$ cat config.mk
export PLATFORM = sky130hd
export DESIGN_NAME = st7789_spi_rx_flat
export DESIGN_NICKNAME = d
export VERILOG_FILES = /design/src/rtl/st7789_spi_rx_if.sv /design/src/rtl/st7789_spi_rx.sv /design/src/flat_wrapper.sv
export SDC_FILE = /design/constraint.sdc
export NUM_CORES = 1
export LEC_CHECK = 0
export CAP_MARGIN = 40
export CORE_AREA = 2 2 153 155
export CTS_CLUSTER_DIAMETER = 120
export DETAILED_ROUTE_END_ITERATION = 12
export DIE_AREA = 0 0 155 157
export PLACE_DENSITY = 0.48
export SLEW_MARGIN = 20
export SYNTH_ARGS = -nofsm -noshare
export SYNTH_HDL_FRONTEND = slang
export SYNTH_SLANG_ARGS = --single-unit
$ cat constraint.sdc
create_clock -name clk_i -period 3.1 [get_ports clk_i]
set_input_delay 0.31 -clock clk_i [delete_from_list [all_inputs] [get_ports clk_i]]
set_output_delay 0.31 -clock clk_i [all_outputs]
set_load 0.05 [all_outputs]
$ cat src/rtl/st7789_spi_rx_if.sv
// Pin and result bundle for the ST7789 write-only SPI receiver.
// The master side drives the panel pins; the slave side is the receiver.
interface st7789_spi_rx_if;
  logic        sda_i;
  logic        scl_i;
  logic        dc_i;
  logic        res_ni;
  logic        byte_valid_o;
  logic [7:0]  byte_o;
  logic        byte_dc_o;
  logic        pix_valid_o;
  logic [7:0]  pix_x_o;
  logic [7:0]  pix_y_o;
  logic [15:0] pix_data_o;
  logic        sleep_out_o;
  logic        disp_on_o;
  logic        inv_on_o;
  logic        frame_err_o;

  modport master (
    output sda_i, scl_i, dc_i, res_ni,
    input  byte_valid_o, byte_o, byte_dc_o, pix_valid_o, pix_x_o, pix_y_o,
           pix_data_o, sleep_out_o, disp_on_o, inv_on_o, frame_err_o
  );

  modport slave (
    input  sda_i, scl_i, dc_i, res_ni,
    output byte_valid_o, byte_o, byte_dc_o, pix_valid_o, pix_x_o, pix_y_o,
           pix_data_o, sleep_out_o, disp_on_o, inv_on_o, frame_err_o
  );
endinterface

$ cat src/rtl/st7789_spi_rx.sv
// Oversampling receiver for the ST7789 4-wire SPI link: reframes bytes,
// tracks the CASET/RASET window and turns RAMWR data into addressed RGB565 pixels.
module st7789_spi_rx #(
  parameter int WIDTH   = 240,
  parameter int HEIGHT  = 240,
  parameter int TIMEOUT = 1024
) (
  input logic           clk_i,
  input logic           rst_i,
  st7789_spi_rx_if.slave bus
);
  localparam int              IW       = $clog2(TIMEOUT + 1);
  localparam logic [IW-1:0]   IDLE_MAX = IW'(TIMEOUT);
  localparam logic [7:0]      XE_DEF   = 8'(WIDTH - 1);
  localparam logic [7:0]      YE_DEF   = 8'(HEIGHT - 1);

  typedef enum logic [2:0] {S_IDLE, S_COL, S_ROW, S_PIX, S_SKIP} state_t;

  // Synchroniser stages, bit order {res, dc, scl, sda}
  logic [3:0]    s1_q, s1_d, s2_q, s2_d;
  logic          scl_s3_q, scl_s3_d;
  logic [6:0]    shift_q, shift_d;
  logic [2:0]    bit_cnt_q, bit_cnt_d;
  logic [IW-1:0] idle_q, idle_d;
  logic          byte_valid_q, byte_valid_d;
  logic [7:0]    byte_q, byte_d;
  logic          byte_dc_q, byte_dc_d;
  state_t        state_q, state_d;
  logic [1:0]    pidx_q, pidx_d;
  logic [7:0]    pstart_q, pstart_d;
  logic [7:0]    xs_q, xs_d, xe_q, xe_d, ys_q, ys_d, ye_q, ye_d;
  logic [7:0]    cur_x_q, cur_x_d, cur_y_q, cur_y_d;
  logic          half_q, half_d;
  logic [7:0]    hi_q, hi_d;
  logic          pix_valid_q, pix_valid_d;
  logic [7:0]    pix_x_q, pix_x_d, pix_y_q, pix_y_d;
  logic [15:0]   pix_data_q, pix_data_d;
  logic          sleep_q, sleep_d, disp_q, disp_d, inv_q, inv_d, ferr_q, ferr_d;

  logic sda_s2, dc_s2, res_s2, rise;

  assign sda_s2 = s2_q[0];
  assign dc_s2  = s2_q[2];
  assign res_s2 = s2_q[3];
  assign rise   = s2_q[1] & ~scl_s3_q;

  always_comb begin
    s1_d         = {bus.res_ni, bus.dc_i, bus.scl_i, bus.sda_i};
    s2_d         = s1_q;
    scl_s3_d     = s2_q[1];
    shift_d      = shift_q;
    bit_cnt_d    = bit_cnt_q;
    idle_d       = idle_q;
    byte_valid_d = 1'b0;
    byte_d       = byte_q;
    byte_dc_d    = byte_dc_q;
    state_d      = state_q;
    pidx_d       = pidx_q;
    pstart_d     = pstart_q;
    xs_d         = xs_q;
    xe_d         = xe_q;
    ys_d         = ys_q;
    ye_d         = ye_q;
    cur_x_d      = cur_x_q;
    cur_y_d      = cur_y_q;
    half_d       = half_q;
    hi_d         = hi_q;
    pix_valid_d  = 1'b0;
    pix_x_d      = pix_x_q;
    pix_y_d      = pix_y_q;
    pix_data_d   = pix_data_q;
    sleep_d      = sleep_q;
    disp_d       = disp_q;
    inv_d        = inv_q;
    ferr_d       = ferr_q;

    if (rise) begin
      shift_d = {shift_q[5:0], sda_s2};
      idle_d  = '0;
      if (bit_cnt_q == 3'd7) begin
        bit_cnt_d    = 3'd0;
        byte_valid_d = 1'b1;
        byte_d       = {shift_q, sda_s2};
        byte_dc_d    = dc_s2;
      end else begin
        bit_cnt_d = bit_cnt_q + 3'd1;
      end
    end else begin
      if (idle_q != IDLE_MAX) idle_d = idle_q + 1'b1;
      if (idle_q == IDLE_MAX && bit_cnt_q != 3'd0) begin
        bit_cnt_d = 3'd0;
        ferr_d    = 1'b1;
      end
    end

    if (byte_valid_q) begin
      if (!byte_dc_q) begin
        state_d = S_IDLE;
        pidx_d  = 2'd0;
        case (byte_q)
          8'h2A: state_d = S_COL;
          8'h2B: state_d = S_ROW;
          8'h2C: begin
            state_d = S_PIX;
            cur_x_d = xs_q;
            cur_y_d = ys_q;
            half_d  = 1'b0;
          end
          8'h01: begin
            xs_d    = 8'd0;
            xe_d    = XE_DEF;
            ys_d    = 8'd0;
            ye_d    = YE_DEF;
            sleep_d = 1'b0;
            disp_d  = 1'b0;
            inv_d   = 1'b0;
          end
          8'h10: sleep_d = 1'b0;
          8'h11: sleep_d = 1'b1;
          8'h20: inv_d   = 1'b0;
          8'h21: inv_d   = 1'b1;
          8'h28: disp_d  = 1'b0;
          8'h29: disp_d  = 1'b1;
          default: state_d = S_SKIP;
        endcase
      end else begin
        case (state_q)
          S_COL, S_ROW: begin
            // Only the low byte of each 16-bit coordinate is meaningful here
            pidx_d = pidx_q + 2'd1;
            if (pidx_q == 2'd1) pstart_d = byte_q;
            if (pidx_q == 2'd3) begin
              if (state_q == S_COL) begin
                xs_d = pstart_q;
                xe_d = byte_q;
              end else begin
                ys_d = pstart_q;
                ye_d = byte_q;
              end
              state_d = S_SKIP;
            end
          end
          S_PIX: begin
            half_d = ~half_q;
            if (!half_q) begin
              hi_d = byte_q;
            end else if (xs_q > xe_q || ys_q > ye_q) begin
              ferr_d = 1'b1;
            end else begin
              pix_valid_d = 1'b1;
              pix_x_d     = cur_x_q;
              pix_y_d     = cur_y_q;
              pix_data_d  = {hi_q, byte_q};
              if (cur_x_q == xe_q) begin
                cur_x_d = xs_q;
                cur_y_d = (cur_y_q == ye_q) ? ys_q : cur_y_q + 8'd1;
              end else begin
                cur_x_d = cur_x_q + 8'd1;
              end
            end
          end
          default: ;
        endcase
      end
    end

    // Panel reset behaves like rst_i but keeps the error flag and last byte
    if (!res_s2) begin
      bit_cnt_d    = 3'd0;
      idle_d       = '0;
      byte_valid_d = 1'b0;
      byte_d       = byte_q;
      byte_dc_d    = byte_dc_q;
      state_d      = S_IDLE;
      pidx_d       = 2'd0;
      xs_d         = 8'd0;
      xe_d         = XE_DEF;
      ys_d         = 8'd0;
      ye_d         = YE_DEF;
      cur_x_d      = 8'd0;
      cur_y_d      = 8'd0;
      half_d       = 1'b0;
      pix_valid_d  = 1'b0;
      pix_x_d      = 8'd0;
      pix_y_d      = 8'd0;
      pix_data_d   = 16'd0;
      sleep_d      = 1'b0;
      disp_d       = 1'b0;
      inv_d        = 1'b0;
      ferr_d       = ferr_q;
    end
  end

  always_ff @(posedge clk_i) begin
    if (rst_i) begin
      s1_q         <= 4'b1010;
      s2_q         <= 4'b1010;
      scl_s3_q     <= 1'b1;
      shift_q      <= '0;
      bit_cnt_q    <= '0;
      idle_q       <= '0;
      byte_valid_q <= 1'b0;
      byte_q       <= '0;
      byte_dc_q    <= 1'b0;
      state_q      <= S_IDLE;
      pidx_q       <= '0;
      pstart_q     <= '0;
      xs_q         <= '0;
      xe_q         <= XE_DEF;
      ys_q         <= '0;
      ye_q         <= YE_DEF;
      cur_x_q      <= '0;
      cur_y_q      <= '0;
      half_q       <= 1'b0;
      hi_q         <= '0;
      pix_valid_q  <= 1'b0;
      pix_x_q      <= '0;
      pix_y_q      <= '0;
      pix_data_q   <= '0;
      sleep_q      <= 1'b0;
      disp_q       <= 1'b0;
      inv_q        <= 1'b0;
      ferr_q       <= 1'b0;
    end else begin
      s1_q         <= s1_d;
      s2_q         <= s2_d;
      scl_s3_q     <= scl_s3_d;
      shift_q      <= shift_d;
      bit_cnt_q    <= bit_cnt_d;
      idle_q       <= idle_d;
      byte_valid_q <= byte_valid_d;
      byte_q       <= byte_d;
      byte_dc_q    <= byte_dc_d;
      state_q      <= state_d;
      pidx_q       <= pidx_d;
      pstart_q     <= pstart_d;
      xs_q         <= xs_d;
      xe_q         <= xe_d;
      ys_q         <= ys_d;
      ye_q         <= ye_d;
      cur_x_q      <= cur_x_d;
      cur_y_q      <= cur_y_d;
      half_q       <= half_d;
      hi_q         <= hi_d;
      pix_valid_q  <= pix_valid_d;
      pix_x_q      <= pix_x_d;
      pix_y_q      <= pix_y_d;
      pix_data_q   <= pix_data_d;
      sleep_q      <= sleep_d;
      disp_q       <= disp_d;
      inv_q        <= inv_d;
      ferr_q       <= ferr_d;
    end
  end

  assign bus.byte_valid_o = byte_valid_q;
  assign bus.byte_o       = byte_q;
  assign bus.byte_dc_o    = byte_dc_q;
  assign bus.pix_valid_o  = pix_valid_q;
  assign bus.pix_x_o      = pix_x_q;
  assign bus.pix_y_o      = pix_y_q;
  assign bus.pix_data_o   = pix_data_q;
  assign bus.sleep_out_o  = sleep_q;
  assign bus.disp_on_o    = disp_q;
  assign bus.inv_on_o     = inv_q;
  assign bus.frame_err_o  = ferr_q;
endmodule
$ cat src/flat_wrapper.sv
// flat-port wrapper written by rule: the top's interface ports become plain ports
module st7789_spi_rx_flat 
#(
  parameter int WIDTH   = 240,
  parameter int HEIGHT  = 240,
  parameter int TIMEOUT = 1024
)
  (clk_i, rst_i, bus_sda_i, bus_scl_i, bus_dc_i, bus_res_ni, bus_byte_valid_o, bus_byte_o, bus_byte_dc_o, bus_pix_valid_o, bus_pix_x_o, bus_pix_y_o, bus_pix_data_o, bus_sleep_out_o, bus_disp_on_o, bus_inv_on_o, bus_frame_err_o);
  st7789_spi_rx_if bus_i ();
  input logic clk_i;
  input logic rst_i;
  input wire logic [$bits(bus_i.sda_i)-1:0] bus_sda_i;
  input wire logic [$bits(bus_i.scl_i)-1:0] bus_scl_i;
  input wire logic [$bits(bus_i.dc_i)-1:0] bus_dc_i;
  input wire logic [$bits(bus_i.res_ni)-1:0] bus_res_ni;
  output wire logic [$bits(bus_i.byte_valid_o)-1:0] bus_byte_valid_o;
  output wire logic [$bits(bus_i.byte_o)-1:0] bus_byte_o;
  output wire logic [$bits(bus_i.byte_dc_o)-1:0] bus_byte_dc_o;
  output wire logic [$bits(bus_i.pix_valid_o)-1:0] bus_pix_valid_o;
  output wire logic [$bits(bus_i.pix_x_o)-1:0] bus_pix_x_o;
  output wire logic [$bits(bus_i.pix_y_o)-1:0] bus_pix_y_o;
  output wire logic [$bits(bus_i.pix_data_o)-1:0] bus_pix_data_o;
  output wire logic [$bits(bus_i.sleep_out_o)-1:0] bus_sleep_out_o;
  output wire logic [$bits(bus_i.disp_on_o)-1:0] bus_disp_on_o;
  output wire logic [$bits(bus_i.inv_on_o)-1:0] bus_inv_on_o;
  output wire logic [$bits(bus_i.frame_err_o)-1:0] bus_frame_err_o;
  assign bus_i.sda_i = bus_sda_i;
  assign bus_i.scl_i = bus_scl_i;
  assign bus_i.dc_i = bus_dc_i;
  assign bus_i.res_ni = bus_res_ni;
  assign bus_byte_valid_o = bus_i.byte_valid_o;
  assign bus_byte_o = bus_i.byte_o;
  assign bus_byte_dc_o = bus_i.byte_dc_o;
  assign bus_pix_valid_o = bus_i.pix_valid_o;
  assign bus_pix_x_o = bus_i.pix_x_o;
  assign bus_pix_y_o = bus_i.pix_y_o;
  assign bus_pix_data_o = bus_i.pix_data_o;
  assign bus_sleep_out_o = bus_i.sleep_out_o;
  assign bus_disp_on_o = bus_i.disp_on_o;
  assign bus_inv_on_o = bus_i.inv_on_o;
  assign bus_frame_err_o = bus_i.frame_err_o;
  st7789_spi_rx #(.WIDTH(WIDTH), .HEIGHT(HEIGHT), .TIMEOUT(TIMEOUT)) u_core (.clk_i(clk_i), .rst_i(rst_i), .bus(bus_i));
endmodule
==> out/results.tsv, run 1 <==
metric	value	unit
required	3.45	ns
worst_pin_slew	0.827	ns
clkPwrFrac	51.8	%
drt-initial-drc-count	257	
viasPerCell	4.77	
r2r_cells	9	
arrival	2.73	ns
min-delay-start	u_core.s1_q[3]$_SDFF_PP1_	
synth_edf_count	0	
dieHeight	157	um
die_w	155	um
clock.fmax	419	MHz
cts_hold_buf	0	
worst_setup_path_start_kind	flop	
p_leak	3.42	nW
synth.avg_cell_area	8.93	sq um
cp-end-kind	flop	
routed_wl	16.1	mm
io_pins	53	
cts_tree	done	
finClkSkew	0.00949	ns
synth_top_cell_by_area	dfxtp_1	
num_rows	55	
antenna_cells	0	
start_util	29.7	%
io_buffers	52	
netlist_instances	749	
ys_seq_elements	147	
cts.sinks	147	
holdPathEnd	u_core.s2_q[3]$_SDFF_PP1_	
hp-class	reg2reg	
synth_top_area_share	44.0	%
gr-total-overflow	0	
switching_share	21.4	%
antenna_found_initial	0	
cts_buffers	17	
max-slew-margin-rel	44.9	%
cts_root_buffer	clkbuf_16	
synthFlopType	dfxtp_1	
power_frac_comb	1.8	%
pwr_density_cell	505	nW/um^2
num_vias	5212	
areaGrowthSynthToFinish	21.5	%
track_usage	14.1	%
peakVddDrop	0.352	mV
dpl.hpwl	11.4	mm
power.switching	0.878	mW
clk_pin_slew	0.06	ns
antenna_left	0	
synthTopCellsByCount	147 x dfxtp_1, 111 x nor2_1, 68 x mux2i_1	
grt_max_degree	44	
fin_crit_sh	77.0	%
first_pass_iters	4	
r2r_end	u_core.cur_y_q[0]$_SDFFE_PP0P_	
seqPwrFrac	46.3	%
ys_seq_area_share	44.0	%
cpMaxStageDelayCell	a2111o_1	
clkLatencyLatePin	0.42	ns
setup_viol	0	
rr_startpoint	u_core.xe_q[1]$_SDFFE_PP1P_	
cap_violations	0	
max_stage_delay	0.50	ns
dp_cells	1062	
htree_levels	4	
gp_congestion	0.773	
synth_area_leaders	dfxtp_1 44%, mux2i_1 10%, nor2_1 6.2%	
final_core_util	36.1	%
rsz0062_at_grt	false	
fin_crit	2.39	ns
yosys.cell_types.count	56	
die-area	24300	sq um
crit_fanout	16	
grt_pass1_vias	5021	
path_class	reg2reg	
clockBufferDepth	2	
yosysMostFrequentCell	dfxtp_1	
coreArea	22500	sq um
drc	0	
cts_resized	0	
synth_area	6690	sq um
fin_nets	827	
grt_pass1_wl	27.0	mm
cell_internal_pwr	3.23	mW
cts_setup_buffers	0	
synth-warning-count	0	
r2r_slack	0.71	ns
cp_common_cell	a21oi_1	
crit_chain	inv_1 > ha_1 > nor2b_1 > o211ai_2 > a21oi_1 > o22ai_2 > a41oi_2 > a2111o_1 > a21oi_1	
instances_no_fill	1093	
whs_path_depth	1	
drive_gt1_share	9.65	%
syn_nets	780	
hold_viol_final	0	
final_max_slew_viol_count	0	
outcome	finished clean	
fin_tns_setup	0	ns
async_flop_share	0	%
routedWlPerCell	14.8	um
## cell usage in the layout (no fill, tap or decap), types with 17 or more instances in the layout
master             n
clkdlybuf4s50_1   52
xnor2_1           20
a21oi_1           49
buf_4             23
nor2_1           111
inv_1             25
mux2i_1           68
dfxtp_1          147
clkbuf_16         17
nand2_1           66
ha_1              25
## metal layers
layer  wire (um)  up-vias  global-route usage (%)
li1            -     2677                       -
met1        8540     2454                    19.7
met2        7000       64                    21.6
met3         439       17                    3.44
met4         161        0                    3.84
met5           0        -                       0
## through the flow
stage                     worst slack [ns]  power [mW]  instance area [sq um]  hold WS, ns
after floorplan                      0.936        1.99                   6690        0.389
after global placement               0.743        2.02                   7520        0.391
after detailed placement             0.717        2.02                   7520        0.392
after CTS                            0.682        4.16                   8130        0.408
after global routing                 0.482        4.26                   8130        0.423
final                                0.713        4.11                   8130        0.408
## flip-flops by register name, summed over array words and instances (netlist names), 2 cells and up
| signal | count |
|---|---|
| u_core.ys_q | 8 |
| u_core.s1_q | 4 |
| u_core.xe_q | 8 |
| u_core.hi_q | 8 |
| u_core.shift_q | 7 |
| u_core.pidx_q | 2 |
| u_core.cur_x_q | 8 |
| u_core.xs_q | 8 |
| u_core.s2_q | 4 |
| u_core.bit_cnt_q | 3 |
| u_core.idle_q | 11 |
| u_core.bus.pix_x_o | 8 |
| u_core.bus.pix_y_o | 8 |
| u_core.state_q | 3 |
| u_core.bus.pix_data_o | 16 |
| u_core.ye_q | 8 |
| u_core.bus.byte_o | 8 |
| u_core.cur_y_q | 8 |
| u_core.pstart_q | 8 |
## power by group through the flow
stage | combinational (mW) | clock (mW) | sequential, mW
final | 0.0757 | 2.13 | 1.90
after global routing | 0.0860 | 2.28 | 1.90
after CTS | 0.0779 | 2.18 | 1.90
after detailed placement | 0.0776 | 0 | 1.94
after global placement | 0.0773 | 0 | 1.94
after floorplan | 0.0487 | 0 | 1.94
## kinds of logic after synthesis
family                   Yosys count  synth area share (%)
multiplexers                      69                  10.3
flip-flops                       147                  44.0
AO/OA/AOI/OAI                    125                  12.6
AND/OR/NAND/NOR                  284                  19.9
XOR/XNOR                          26                  3.40
buffers and inverters             73                  5.07
adder cells (fa/ha/maj)           25                  4.68
## worst max-delay path by stage
| stage | start | to | depth (start not counted) |
|---|---|---|---|
| after floorplan | u_core.bus.byte_o[1]$_SDFFE_PP0P_ | u_core.ye_q[4]$_SDFFE_PP0P_ | 8 |
| after global placement | u_core.xe_q[1]$_SDFFE_PP1P_ | u_core.cur_y_q[4]$_SDFFE_PP0P_ | 9 |
| after detailed placement | u_core.xe_q[1]$_SDFFE_PP1P_ | u_core.cur_y_q[4]$_SDFFE_PP0P_ | 9 |
| after CTS | u_core.xe_q[1]$_SDFFE_PP1P_ | u_core.cur_y_q[4]$_SDFFE_PP0P_ | 9 |
| after global routing | u_core.xe_q[1]$_SDFFE_PP1P_ | u_core.cur_y_q[5]$_SDFFE_PP0P_ | 9 |
| final | u_core.xe_q[1]$_SDFFE_PP1P_ | u_core.cur_y_q[0]$_SDFFE_PP0P_ | 9 |
## worst max-delay path: cells and delay by family (launching register included)
family / cells / cell delay [ns]
simple gates: 1 / 0.14
compound gates: 6 / 1.46
flops: 1 / 0.36
buf+inv: 1 / 0.06
fa+ha+maj: 1 / 0.30
## layout make-up
cell class	instances	area [sq um]
clock inverters	12	155
well taps	285	357
repair buffers	76	713
inverters	25	93.8
multi-input cells	529	3410
flip-flops and latches	147	2940
clock buffers	19	453
fillers	2272	14400
No activity file was read; power rests on OpenSTA's default activity.
==> inputs of run 2 (changes only) <==
==> constraint.sdc (replaced) <==
create_clock -name clk_i -period 2.3 [get_ports clk_i]
set_input_delay 0.23 -clock clk_i [delete_from_list [all_inputs] [get_ports clk_i]]
set_output_delay 0.23 -clock clk_i [all_outputs]
set_load 0.05 [all_outputs]
==> run 2 against run 1 <==
Net effect: count of clock-buffer cells in the layout rose by 1; via count about the same; highest routed layer unchanged; sequential power is 35% higher.
==> out/results.tsv, run 2 (synthesized netlist as in run 1, its figures left out) <==
metric	value	unit	change
outcome	finished clean		
cts_buffers	17		unchanged
routed_wl	16.6	mm	+3.1%
antenna_cells	0		unchanged
io_pins	53		unchanged
final_core_util	37.5	%	+1.3 points
grt_use_met1	19.7	%	+0.031 points
hold_viol_final	0		unchanged
fin_tns_setup	0	ns	unchanged
cts_root_buffer	clkbuf_16		
path_class	reg2reg		
crit_chain	inv_1 > ha_1 > a21oi_2 > a21oi_2 > o22ai_4 > a41oi_2 > buf_6 > buf_4 > a211o_1 > a21oi_1		
finClkSkew	0.00810	ns	-0.00138 ns
p_leak	3.51	nW	+2.7%
fin_crit_sh	96.0	%	+19 points
antenna_left	0		unchanged
clk_pin_slew	0.06	ns	about the same
use_met2	21.5	%	-0.085 points
max_stage_delay	0.36	ns	-0.14 ns
routedWlPerCell	14.9	um	+1.1%
gp_congestion	0.798		+3.2%
hp-class	in2reg		
arrival	2.56	ns	-0.17 ns
grt_max_degree	44		unchanged
cts.sinks	147		unchanged
rsz0062_at_grt	false		
peakVddDrop	0.400	mV	+14%
clock.fmax	453	MHz	+8.1%
crit_fanout	8		-8
drive_gt1_share	15.1	%	+5.4 points
fin_crit	2.21	ns	-0.180 ns
worst_pin_slew	0.757	ns	-0.0702 ns
die-area	24300	sq um	unchanged
final_max_slew_viol_count	0		unchanged
io_buffers	52		unchanged
dp_cells	1077		+1.4%
clkLatencyLatePin	0.42	ns	about the same
grt_busiest_layer	met2		
antenna_found_initial	0		unchanged
power.switching	1.19	mW	+35%
mostFrequentLayoutCells	135 x dfxtp_1, 111 x nor2_1, 68 x mux2i_1		
cell_internal_pwr	4.22	mW	+31%
cts_tree	done		
gr-total-overflow	0		unchanged
required	2.65	ns	-0.80 ns
clockBufferDepth	2		unchanged
viasPerCell	4.68		-1.8%
largest_reg_flops	16		unchanged
setup_viol	0		unchanged
dieHeight	157	um	unchanged
seqPwrFrac	47.4	%	+1.1 points
coreArea	22500	sq um	unchanged
die_w	155	um	unchanged
htree_levels	4		unchanged
cp-end-kind	flop		
use_met3	3.25	%	-0.19 points
clkPwrFrac	50.6	%	-1.2 points
drc	0		unchanged
path_delay_family	compound AO/OA/AOI/OAI gates		
drt-initial-drc-count	249		-3.1%
max-slew-margin-rel	49.6	%	+4.7 points
pwr_density_cell	642	nW/um^2	+27%
num_vias	5217		+0.096%
grt_pass1_wl	26.6	mm	-1.2%
num_rows	55		unchanged
cap_violations	0		unchanged
mostFrequentLayoutCell	dfxtp_1		
track_usage	14.0	%	-0.087 points
first_pass_iters	4		unchanged
areaGrowthSynthToFinish	26.0	%	
fillers	2290		+0.79%
power_frac_comb	2.0	%	+0.2 points
dpl.hpwl	11.6	mm	+1.7%
worst_setup_path_start_kind	flop		
crit_buf_inv	3		+2
fin_nets	848		+2.5%
grt_pass1_vias	4946		-1.5%
switching_share	22.0	%	+0.58 points
hold_ws	0.357	ns	-0.0503 ns
instances_no_fill	1114		+1.9%
start_util	29.7	%	unchanged
cpMaxStageDelayCell	dfxtp_1		
cp_common_cell	a21oi_2		
## run 2: timing repair
| action | 4_1_cts | 5_1_grt |
|---|---|---|
| gates resized for setup | 0 | 34 |
| hold buffers | 0 | 0 |
| buffers inserted | 0 | 4 |
| endpoints found under the setup margin | 0 | 14 |
## run 2: final timing paths
kind	slack (ns)	startpoint	endpoint	cells past startpoint
setup / recovery	0.09	u_core.xe_q[3]$_SDFFE_PP1P_	u_core.cur_y_q[2]$_SDFFE_PP0P_	10
setup reg to reg	0.09	u_core.xe_q[3]$_SDFFE_PP1P_	u_core.cur_y_q[2]$_SDFFE_PP0P_	10
hold / removal	0.36	bus_dc_i	u_core.s1_q[2]$_SDFF_PP0_	2
hold reg to reg	0.41	u_core.s1_q[3]$_SDFF_PP1_	u_core.s2_q[3]$_SDFF_PP1_	1
## run 2: cell type report
| class | count | area [sq um] | area share (%) |
|---|---|---|---|
| inverters | 25 | 93.8 | 1.11 |
| clock inverters | 11 | 130 | 1.54 |
| multi-input cells | 529 | 3530 | 41.8 |
| repair buffers | 97 | 915 | 10.9 |
| flip-flops and latches | 147 | 2960 | 35.1 |
| well taps | 285 | 357 | 4.23 |
| clock buffers | 20 | 447 | 5.30 |
## run 2: power by group through the flow
stage / clock [mW] / combinational [mW] / sequential, mW
detailed placement: 0 / 0.109 / 2.62
global placement: 0 / 0.109 / 2.62
global route: 2.93 / 0.121 / 2.56
CTS: 2.81 / 0.110 / 2.56
finish: 2.74 / 0.107 / 2.56
floorplan: 0 / 0.0656 / 2.62
## run 2: stage by stage
| step | cell area (sq um) | power (mW) | setup slack [ns] |
|---|---|---|---|
| floorplan | 6690 | 2.69 | 0.136 |
| global placement | 7670 | 2.73 | 0.106 |
| detailed placement | 7670 | 2.73 | 0.0569 |
| CTS | 8240 | 5.48 | 0.0795 |
| global route | 8430 | 5.61 | 0.00261 |
| finish | 8430 | 5.41 | 0.0928 |
## run 2: routing by layer
metal,wire (um),up-vias
met5,0,-
met4,152,0
met3,506,13
met2,7360,67
met1,8620,2424
li1,-,2713
